File: src/rtl/fetch_pkg.sv
// Shared types and constants for the instruction fetch stage.
package fetch_pkg;
  localparam int INSTR_W = 32;
  localparam int PC_W    = 32;
  localparam logic [PC_W-1:0] PC_INC = 32'd4;

  typedef enum logic [1:0] {
    F_IDLE  = 2'd0,
    F_REQ   = 2'd1,
    F_WAIT  = 2'd2,
    F_DRAIN = 2'd3
  } fetch_state_t;

  typedef struct packed {
    logic [PC_W-1:0]    pc;
    logic [INSTR_W-1:0] instr;
  } fetch_entry_t;
endpackage

File: src/rtl/fetch_unit_if.sv
// Fetch stage bus: instruction-memory request/response plus decode handoff.
interface fetch_unit_if;
  import fetch_pkg::*;

  logic               IMemReq;
  logic [PC_W-1:0]    IMemAddr;
  logic               IMemGnt;
  logic               IMemRValid;
  logic [INSTR_W-1:0] IMemRData;
  logic [INSTR_W-1:0] Instr;
  logic [PC_W-1:0]    InstrPC;
  logic               InstrValid;
  logic               InstrTake;
  logic               PCSrc;
  logic [PC_W-1:0]    BranchTarget;

  // Fetch unit side.
  modport master (
    output IMemReq, IMemAddr, Instr, InstrPC, InstrValid,
    input  IMemGnt, IMemRValid, IMemRData, InstrTake, PCSrc, BranchTarget
  );

  // Memory / consumer side.
  modport slave (
    input  IMemReq, IMemAddr, Instr, InstrPC, InstrValid,
    output IMemGnt, IMemRValid, IMemRData, InstrTake, PCSrc, BranchTarget
  );
endinterface

File: src/rtl/fetch_buffer.sv
// Circular instruction buffer: push/pop/flush, head entry shown combinationally.
module fetch_buffer
  import fetch_pkg::*;
#(
  parameter  int DEPTH = 2,
  localparam int CNT_W = $clog2(DEPTH + 1),
  localparam int PTR_W = (DEPTH > 1) ? $clog2(DEPTH) : 1
) (
  input  logic             clk,
  input  logic             reset,
  input  logic             i_push,
  input  logic             i_pop,
  input  logic             i_flush,
  input  fetch_entry_t     i_data,
  output fetch_entry_t     o_head,
  output logic [CNT_W-1:0] o_count,
  output logic             o_empty
);
  fetch_entry_t     r_mem [DEPTH];
  logic [PTR_W-1:0] r_head, r_tail;
  logic [CNT_W-1:0] r_count;
  logic             w_full, w_push, w_pop;

  assign o_empty = (r_count == '0);
  assign w_full  = (r_count == CNT_W'(DEPTH));
  assign w_pop   = i_pop && !o_empty;
  // A push into a full buffer is only safe when the head leaves the same cycle.
  assign w_push  = i_push && (!w_full || w_pop);
  assign o_head  = r_mem[r_head];
  assign o_count = r_count;

  function automatic logic [PTR_W-1:0] nxt(input logic [PTR_W-1:0] p);
    return (p == PTR_W'(DEPTH - 1)) ? '0 : p + PTR_W'(1);
  endfunction

  // Pointer, occupancy and storage update; flush wins over push/pop.
  always_ff @(posedge clk or negedge reset) begin
    if (!reset) begin
      r_head  <= '0;
      r_tail  <= '0;
      r_count <= '0;
      for (int i = 0; i < DEPTH; i++) r_mem[i] <= '0;
    end else if (i_flush) begin
      r_head  <= '0;
      r_tail  <= '0;
      r_count <= '0;
    end else begin
      if (w_push) begin
        r_mem[r_tail] <= i_data;
        r_tail        <= nxt(r_tail);
      end
      if (w_pop) r_head <= nxt(r_head);
      case ({w_push, w_pop})
        2'b10:   r_count <= r_count + CNT_W'(1);
        2'b01:   r_count <= r_count - CNT_W'(1);
        default: r_count <= r_count;
      endcase
    end
  end
endmodule

File: src/rtl/fetch_unit.sv
// Instruction fetch: single-outstanding request FSM, PC tracking, redirect/squash.
module fetch_unit
  import fetch_pkg::*;
#(
  parameter logic [PC_W-1:0] RESET_PC = 32'h0000_0000,
  parameter int              DEPTH    = 2
) (
  input logic          clk,
  input logic          reset,
  fetch_unit_if.master bus
);
  localparam int CNT_W = $clog2(DEPTH + 1);

  fetch_state_t     r_state;
  logic [PC_W-1:0]  r_fetch_pc, r_req_pc;
  logic             w_req, w_fire, w_flush, w_push, w_pop, w_empty;
  logic [CNT_W-1:0] w_count;
  fetch_entry_t     w_head, w_push_data;

  // Only request when a slot is guaranteed for the response.
  assign w_req   = (r_state == F_REQ) && (w_count < CNT_W'(DEPTH));
  assign w_fire  = w_req && bus.IMemGnt;
  assign w_flush = bus.PCSrc && (r_state != F_IDLE);
  assign w_push  = (r_state == F_WAIT) && bus.IMemRValid && !w_flush;
  assign w_pop   = bus.InstrTake && !w_flush;

  assign w_push_data.pc    = r_req_pc;
  assign w_push_data.instr = bus.IMemRData;

  fetch_buffer #(.DEPTH(DEPTH)) u_buf (
    .clk     (clk),
    .reset   (reset),
    .i_push  (w_push),
    .i_pop   (w_pop),
    .i_flush (w_flush),
    .i_data  (w_push_data),
    .o_head  (w_head),
    .o_count (w_count),
    .o_empty (w_empty)
  );

  // Fetch FSM; a redirect overrides the normal grant/response path.
  always_ff @(posedge clk or negedge reset) begin
    if (!reset) begin
      r_state    <= F_IDLE;
      r_fetch_pc <= RESET_PC;
      r_req_pc   <= '0;
    end else begin
      case (r_state)
        F_IDLE: r_state <= F_REQ;
        F_REQ: begin
          if (bus.PCSrc) begin
            r_fetch_pc <= bus.BranchTarget;
            // A request granted alongside the redirect is for the old path.
            if (w_fire) r_state <= F_DRAIN;
          end else if (w_fire) begin
            r_req_pc   <= r_fetch_pc;
            r_fetch_pc <= r_fetch_pc + PC_INC;
            r_state    <= F_WAIT;
          end
        end
        F_WAIT: begin
          if (bus.PCSrc) r_fetch_pc <= bus.BranchTarget;
          if (bus.IMemRValid)  r_state <= F_REQ;
          else if (bus.PCSrc)  r_state <= F_DRAIN;
        end
        F_DRAIN: begin
          if (bus.PCSrc) r_fetch_pc <= bus.BranchTarget;
          if (bus.IMemRValid) r_state <= F_REQ;
        end
        default: r_state <= F_IDLE;
      endcase
    end
  end

  assign bus.IMemReq    = w_req;
  assign bus.IMemAddr   = r_fetch_pc;
  assign bus.Instr      = w_head.instr;
  assign bus.InstrPC    = w_head.pc;
  assign bus.InstrValid = !w_empty;
endmodule

File: src/flat_wrapper.sv
// flat-port wrapper written by rule: the top's interface ports become plain ports
module fetch_unit_flat import fetch_pkg::*;
#(
  parameter logic [PC_W-1:0] RESET_PC = 32'h0000_0000,
  parameter int              DEPTH    = 2
)
  (clk, reset, bus_IMemReq, bus_IMemAddr, bus_Instr, bus_InstrPC, bus_InstrValid, bus_IMemGnt, bus_IMemRValid, bus_IMemRData, bus_InstrTake, bus_PCSrc, bus_BranchTarget);
  fetch_unit_if bus_i ();
  input logic clk;
  input logic reset;
  output wire logic [$bits(bus_i.IMemReq)-1:0] bus_IMemReq;
  output wire logic [$bits(bus_i.IMemAddr)-1:0] bus_IMemAddr;
  output wire logic [$bits(bus_i.Instr)-1:0] bus_Instr;
  output wire logic [$bits(bus_i.InstrPC)-1:0] bus_InstrPC;
  output wire logic [$bits(bus_i.InstrValid)-1:0] bus_InstrValid;
  input wire logic [$bits(bus_i.IMemGnt)-1:0] bus_IMemGnt;
  input wire logic [$bits(bus_i.IMemRValid)-1:0] bus_IMemRValid;
  input wire logic [$bits(bus_i.IMemRData)-1:0] bus_IMemRData;
  input wire logic [$bits(bus_i.InstrTake)-1:0] bus_InstrTake;
  input wire logic [$bits(bus_i.PCSrc)-1:0] bus_PCSrc;
  input wire logic [$bits(bus_i.BranchTarget)-1:0] bus_BranchTarget;
  assign bus_IMemReq = bus_i.IMemReq;
  assign bus_IMemAddr = bus_i.IMemAddr;
  assign bus_Instr = bus_i.Instr;
  assign bus_InstrPC = bus_i.InstrPC;
  assign bus_InstrValid = bus_i.InstrValid;
  assign bus_i.IMemGnt = bus_IMemGnt;
  assign bus_i.IMemRValid = bus_IMemRValid;
  assign bus_i.IMemRData = bus_IMemRData;
  assign bus_i.InstrTake = bus_InstrTake;
  assign bus_i.PCSrc = bus_PCSrc;
  assign bus_i.BranchTarget = bus_BranchTarget;
  fetch_unit #(.RESET_PC(RESET_PC), .DEPTH(DEPTH)) u_core (.clk(clk), .reset(reset), .bus(bus_i));
endmodule
File: config.mk
export PLATFORM = sky130hd
export DESIGN_NAME = fetch_unit_flat
export DESIGN_NICKNAME = d
export VERILOG_FILES = /design/src/rtl/fetch_pkg.sv /design/src/rtl/fetch_unit_if.sv /design/src/rtl/fetch_buffer.sv /design/src/rtl/fetch_unit.sv /design/src/flat_wrapper.sv
export SDC_FILE = /design/constraint.sdc
export NUM_CORES = 1
export LEC_CHECK = 0
export ABC_AREA = 1
export CORE_MARGIN = 2
export CORE_UTILIZATION = 40
export CTS_BUF_LIST = sky130_fd_sc_hd__clkbuf_8
export DETAILED_ROUTE_END_ITERATION = 7
export PLACE_DENSITY = 0.75
export REMOVE_ABC_BUFFERS = 1
export SKIP_CTS_REPAIR_TIMING = 1
export SYNTH_ARGS = -nofsm -noshare
export SYNTH_HDL_FRONTEND = slang
export SYNTH_SLANG_ARGS = --single-unit
File: constraint.sdc
create_clock -name clk -period 4.45 [get_ports clk]
set_input_delay 0.89 -clock clk [delete_from_list [all_inputs] [get_ports clk]]
set_output_delay 0.89 -clock clk [all_outputs]
set_load 0.05 [all_outputs]
# Yosys cells after proc, flatten, opt, wreduce, memory -nomap -nowiden
# Index checks and enable logic that the tools add are counted.
[word_totals]
out_inout_bits = 98
inputBits = 70
reg_bits = 198
wordCells = 84
[op_classes]
n_eq_ne = 11
n_reduce_logical = 25
bitwise_logic = 4
magnitude_cmp = 4
add_sub_neg = 5
mux = 25
[ops]
columns = ["operator", "n"]
rows = [
  ["$mux W64", 4],
  ["$bwmux W128", 1],
  ["$mux W32", 3],
  ["$demux W64 S1", 1],
  ["$pmux W32 S2", 1],
  ["$add A32 B3 Y32 const B", 1],
  ["$mux W2", 7],
  ["$logic_and A1 B1 Y1", 9],
  ["$reduce_and A3 Y1", 3],
  ["$eq A2 B2 Y1 const B", 4],
  ["$pmux W2 S4", 1],
  ["$reduce_bool A2 Y1", 4],
  ["$mux W1", 6],
  ["$eq A2 B1 Y1 const B", 2],
  ["$ge A2 B2 Y1 const B", 2],
  ["$logic_not A2 Y1", 2],
  ["$ne A2 B1 Y1 const B", 2],
  ["$not A1 Y2", 2],
  ["$pmux W2 S2", 1],
  ["$logic_not A1 Y1", 3],
  ["$ne A3 B2 Y1 const B", 1],
  ["$ne A3 B3 Y1 const B", 1],
  ["$reduce_bool A3 Y1", 1],
  ["$add A1 B1 Y1 const B", 2],
  ["other kinds (9)", 10],
]

# Longest topological paths before layout
# Gate-level depths: netlist (run 1).
[logic_depth]
word_depth = 10
depth_mapped = 11
depth_no_buf = 10

# Cells and area by module
# Synthesis (run 1) repeated with hierarchy kept, for this count alone.
[hier_totals]
cells_unflattened = 1257
area_unflattened_um2 = 10181.0
[modules_own_cells]
columns = ["module", "seq_area_each_um2", "area_per_inst_um2", "n_inst", "cells_each"]
rows = [
  ["fetch_buffer", 3303.2, 6301.0, 1, 719],
  ["fetch_unit", 1651.6, 3880.0, 1, 538],
]

# Worst setup path after synthesis (run 1)
# OpenSTA, ideal clock, no wires.
[synth_timing]
kind = "register -> output"
from = "reg u_core.u_buf.r_head"
to = "out bus_InstrPC[25]"
n_path_buf = 2
stages_incl_launch_ff = 4
t_required_ns = 3.560
setup_slack_ns = 1.688
t_arrival_ns = 1.872
cell_sequence = "dfrtp_1 clkbuf_1 clkbuf_1 o21ai_0"
[synth_via]
elab_chain_cells = 4
[synth_lines]
columns = ["item", "line_no", "source"]
rows = [
  ["start, declared", "fetch_buffer.sv:20", "logic [PTR_W-1:0] r_head, r_tail;"],
  ["start signal, assigned", "fetch_buffer.sv:52", "if (w_pop) r_head <= nxt(r_head);"],
  ["$not A1 Y2 (implied by the code)", "fetch_buffer.sv:29", "assign o_head = r_mem[r_head];"],
  ["$mux W64 (implied by the code) (3 in a row)", "fetch_buffer.sv:29", ""],
  ["end, declared", "flat_wrapper.sv:14", "output wire logic [$bits(bus_i.InstrPC)-1:0] bus_InstrPC;"],
]
# No other way between the ends. The select of a mux whose other input is x is not followed.

# Worst setup path in the final report (run 1)
[layout_timing]
from = "reg u_core.u_buf.r_head"
to = "out bus_InstrPC[15]"
# The elaborated chain is that of the path after synthesis.

==> run metrics, run 1 <==
P&R area growth vs syn=22.8%; count of buffers from port buffering=approximately 170; Pwr per Cell Area=803 nW/um2; Fin. Hold Viols=0; clock slew at reported path FFs=approximately 90 ps; DRC violations left=0; Tmin final=3610 ps; CTS max path bufs=2; min-delay worst type=flip-flop to flip-flop; worst endpoint required time=roughly 3600 ps; Worst VDD drop=approximately 0.43 mV; core area=between 20,000 and 25,000 um2; wire length of the first global-routing pass=42.0 mm; CP Launch Type=flip-flop; Slew Limit Fails=0; maximum number of pins on one net before global-route repair=around 110; drt initial violations=around 800; area of the mapped netlist=between 9000 and 10,000 um2; Sw Pwr=about 0.0048 W; Setup-failing EPs final=0; met2 usage=32.8%; post-route ant nets=0; vias in the first global route=roughly 8,200; most frequent cells in the layout=nand2_1 (437), dfrtp_1 (197), o21ai_0 (182); Max Cap Violations=0; antenna violations before repair=0; grt met3 use=under 10%; Sw Ratio=about half; Syn Area/Cell=between 7 and 8 um2; DR vias=around 8,500; Initial Util=about 41%; met1 global-route usage=28.1%; clk_lat worst skew=460 ps; Logic pwr share=between 50 and 60%; fraction of layout cells with a size suffix above 1=4.43%; gate count after technology mapping=about 1,300; worst relative slew slack=40.5%; total track usage=about a fifth; CTS tree=done; Crit Path Max Fanout=90; routability cong.=about 0.84; GRT busiest layer=met2; drt pass-1 iters=5; crit path DAT=roughly 2700 ps; Netlist cell types=30; GRT Residual Overflow=0; drt total wl=roughly 25 mm; clock power share=about 11%; Avg WL per Cell=about 15 um; DIE WIDTH=159 um; Die Area=25,200 um2; DR vias/cell=between 4 and 5; clk_skew=about 11 ps; # H-tree levels=4; CTS buffer count=17; CP Capture Type=output pin; crit share post-route=between 80% and 90%; Die H=159 um; Post-layout nets=about 1,500; HPWL after detailed placement=approximately 17 mm; #FFs+latches synth=about 200; status=complete, no violations; number of cell rows=56; Internal Power=approximately 0.0046 W; clk sink count=between 150 and 200; Least-Margin Pin Slew=892 ps; number of I/O pins=168; critical setup path kind=flip-flop to output pin; final instance area=about 12,000 um2; Max Fclk=approximately 280 MHz; root buffer cell=clkbuf_8; Antenna Cells=0; post-synthesis sequential area ratio=51.7%; Flop pwr share=around a third; unrepaired setup endpoints after global routing=false; Synth Warn #=0; Leak=about 5.5 nW; commonest non-fill, non-tap cell in the layout=nand2_1; Area after DPL=about 11,000 um2; setup_tns=0 ps
critical path, stage by stage, from the launching register on:
cell,delay (ps)
dfrtp_4,700
buf_12,330
nand2_1,100
o21ai_0,160
clkdlybuf4s50_1,870
final cells by class:
type                    count  area (um2)
clock buffers              19         262
clock inverters            13        83.8
fillers                  2297       11700
inverters                 119         447
multi-input cells         873        3850
flip-flops and latches    198        4960
well taps                 319         399
repair buffers            178        1780
final timing paths:
check,from,end,slack [ps],cells past startpoint
setup reg to reg,u_core.r_state[0],u_core.u_buf.r_mem[22],1740,9
max in group asynchronous,reset,u_core.u_buf.r_mem[60],3080,2
min in group asynchronous,reset,u_core.u_buf.r_mem[106],540,1
setup / recovery,u_core.u_buf.r_head,bus_InstrPC[15],840,4
hold reg to reg,u_core.u_buf.r_mem[3],u_core.u_buf.r_mem[3],490,2
hold / removal,u_core.u_buf.r_mem[3],u_core.u_buf.r_mem[3],490,2
power groups by stage:
stage | clock (W) | combinational, W | sequential, W
floorplan | 0 | 0.00301 | 0.00362
global placement | 0 | 0.00512 | 0.00322
detailed placement | 0 | 0.00521 | 0.00325
CTS | 0.00109 | 0.00523 | 0.00321
global route | 0.00117 | 0.00565 | 0.00333
finish | 0.00105 | 0.00519 | 0.00322
cells in the mapped netlist:
| library cell | number | area (um2) |
|---|---|---|
| nand2_1 | 437 | 1640 |
| dfrtp_1 | 198 | 4950 |
| o21ai_0 | 182 | 911 |
| inv_1 | 116 | 435 |
| nor2_1 | 89 | 334 |
| o21ai_1 | 74 | 370 |
| nand3_1 | 47 | 235 |
| clkbuf_1 | 30 | 113 |
| buf_2 | 18 | 90.1 |
| buf_4 | 11 | 82.6 |
| a21oi_1 | 10 | 50.1 |
| ha_1 | 5 | 62.6 |
| nor2_4 | 5 | 56.3 |
| buf_6 | 4 | 45.0 |
| nand4_1 | 4 | 25.0 |
| clkbuf_2 | 3 | 15.0 |
| inv_2 | 3 | 11.3 |
| xor2_1 | 3 | 26.3 |
| mux2_2 | 2 | 22.5 |
| nand2_2 | 2 | 12.5 |
| nor2_2 | 2 | 12.5 |
| o22ai_1 | 2 | 12.5 |
| or2_2 | 2 | 12.5 |
| a211oi_1 | 1 | 7.51 |
| a22oi_1 | 1 | 7.51 |
| a31oi_1 | 1 | 6.26 |
| o21ai_4 | 1 | 16.3 |
| o21bai_1 | 1 | 7.51 |
| o31ai_1 | 1 | 7.51 |
| xnor2_1 | 1 | 8.76 |
through the flow:
stage	utilization, %	worst slack [ps]	hold WS (ps)	std cells	total power [W]
2_1_floorplan	-	476	451	1190	0.00663
3_3_place_gp	48.7	1180	465	1687	0.00834
3_5_place_dp	48.7	1120	471	1687	0.00846
4_1_cts	50.2	848	493	1719	0.00953
5_1_grt	50.2	664	515	1719	0.0101
6_report	50.2	844	492	1719	0.00947
flip-flops by register name, indices dropped and copies added, names as in the netlist:
name / cells
u_core.u_buf.r_mem: 128
u_core.bus.IMemAddr: 32
u_core.r_req_pc: 32
u_core.r_state: 2
u_core.u_buf.o_count: 2
u_core.u_buf.r_head: 1
u_core.u_buf.r_tail: 1
routing by layer:
layer / share of wire, % / up-vias / routed length, um
met5: 0 / - / 0
met4: 1.6 / 0 / 391
met3: 5.8 / 25 / 1470
met2: 47 / 225 / 11800
met1: 46 / 3987 / 11600
li1: - / 4238 / -
cells by family after synthesis:
family / after synthesis / synth area share (%)
multiplexers: 2 / 0.235
buffers and inverters: 185 / 8.26
flip-flops: 198 / 51.7
adder cells (fa/ha/maj): 5 / 0.652
XOR/XNOR: 4 / 0.365
AND/OR/NAND/NOR: 588 / 24.3
AO/OA/AOI/OAI: 274 / 14.6
Note: power is estimated with default switching activity, not from simulation.
==> run 2: changes to the inputs <==
clock period = 3.4 ns   (was 4.45 ns; I/O delays follow)
==> run 2 against run 1 <==
Wire length grew 1.3%. Clock skew grew 1.3 ps. First-iteration DRC count shrank 12%. Highest routed layer unchanged. Worst hold slack lost 260 ps.
==> run metrics, run 2 (synthesis results as in run 1) <==
status=complete, no violations; setup_tns=0 ps; Worst VDD drop=around 0.61 mV; DIE WIDTH=159 um; Max Cap Violations=0; drt initial violations=~700; clk_skew=between 10 and 15 ps; GRT Residual Overflow=0; Setup-failing EPs final=0; Antenna Cells=0; max reg flops=128; drt pass-1 iters=6; total track usage=roughly a fifth; CTS tree=done; root buffer cell=clkbuf_8; FILL cells=~2,300; number of cell rows=between 50 and 60; most frequent cells in the layout=nand2_1 (437), dfrtp_1 (197), o21ai_0 (182); wire length of the first global-routing pass=between 40 and 50 mm; critical setup path kind=flip-flop to output pin; Post-layout nets=1,466; Leak=around 5.6 nW; maximum number of pins on one net before global-route repair=97; HPWL after detailed placement=about 17 mm; Crit Path Max Fanout=37; DR vias/cell=between 4 and 5; Slew Limit Fails=0; Avg WL per Cell=14.8 um; number of I/O pins=168; worst relative slew slack=around 52%; Die Area=between 20,000 and 30,000 um2; Least-Margin Pin Slew=slightly above 700 ps; Tmin final=between 3000 and 4000 ps; Max Fclk=roughly 310 MHz; clk_lat worst skew=approximately 460 ps; Initial Util=between 40% and 50%; DR vias=8,485; worst endpoint required time=2720 ps; Pwr per Cell Area=1070 nW/um2; CTS buffer count=17; clk sink count=slightly below 200; routability cong.=0.848; CP Capture Type=output pin; Fin. Hold Viols=0; commonest non-fill, non-tap cell in the layout=nand2_1; CP Launch Type=flip-flop; count of buffers from port buffering=~170; core area=between 20,000 and 25,000 um2; crit share post-route=between 90 and 100%; antenna violations before repair=0; # H-tree levels=4; Die H=approximately 160 um; drt total wl=between 20 and 30 mm; DRC violations left=0; vias in the first global route=between 7,000 and 8,000; Worst Hold Slack=between 200 and 250 ps; crit path DAT=roughly 2600 ps; unrepaired setup endpoints after global routing=false; clock slew at reported path FFs=~100 ps; P&R area growth vs syn=24.7%; register bank with the most flops=u_core.u_buf.r_mem; fraction of layout cells with a size suffix above 1=4.63%; CTS max path bufs=2; min-delay worst type=input port to async pin; post-route ant nets=0
==> run 2: cell count changes in the layout (fill, tap and decap cells not counted), sizes merged <==
cell and change:
clkbuf -2, clkinv -3, buf +4, bufinv +5, clkinvlp -1
==> run 2: report_power, final <==
group          switching, W  internal [W]  leakage [nW]
clock              0.000838      0.000868         0.227
combinational       0.00473       0.00215          2.85
sequential         0.000792       0.00343          2.51
==> run 2: cell type report <==
class                      instances  area, um2  share of cell area, %
sequential                       198       4960                   41.5
clock inverter                    14        208                   1.74
clock buffer                      17        234                   1.96
multi-input combinational        873       3850                   32.2
tap                              319        399                   3.34
timing repair buffer             182       1860                   15.6
inverter                         119        447                   3.74
==> run 2: worst paths after layout <==
path / start / end / slack, ps / cells past startpoint
max: u_core.u_buf.r_head / bus_InstrPC[3] / 120 / 3
min in group clk: u_core.u_buf.r_mem[2] / u_core.u_buf.r_mem[2] / 500 / 2
min: reset / u_core.u_buf.r_mem[1] / 230 / 1
max in group asynchronous: reset / u_core.u_buf.r_mem[67] / 2340 / 2
min reg2reg: u_core.u_buf.r_mem[2] / u_core.u_buf.r_mem[2] / 500 / 2
max reg2reg: u_core.r_state[0] / u_core.u_buf.r_mem[40] / 1150 / 9
==> run 2: per-stage QoR <==
stage          instance area [um2]  util (%)  setup WS (ps)  cells  power, W
2_1_floorplan                 9250         -           -364   1190   0.00867
3_3_place_gp                 11500      49.0            544   1690    0.0110
3_5_place_dp                 11500      49.0            520   1690    0.0111
4_1_cts                      11900      50.9          -1.66   1721    0.0128
5_1_grt                      12000      50.9           23.1   1722    0.0137
6_report                     12000      50.9            121   1722    0.0128
==> run 2: routing by layer <==
metal  wire length, um  part of all wire [%]  GRT usage, %
met3              1870                   7.3          5.15
met2             11800                    46          32.1
met1             11600                    45          27.9
met5                 0                     0             0
met4               292                   1.1          4.34
==> run 2: critical path: stages, from the launching register on <==
cell	delay [ps]
dfrtp_4	700
buf_12	270
o21ai_0	290
clkdlybuf4s50_1	870
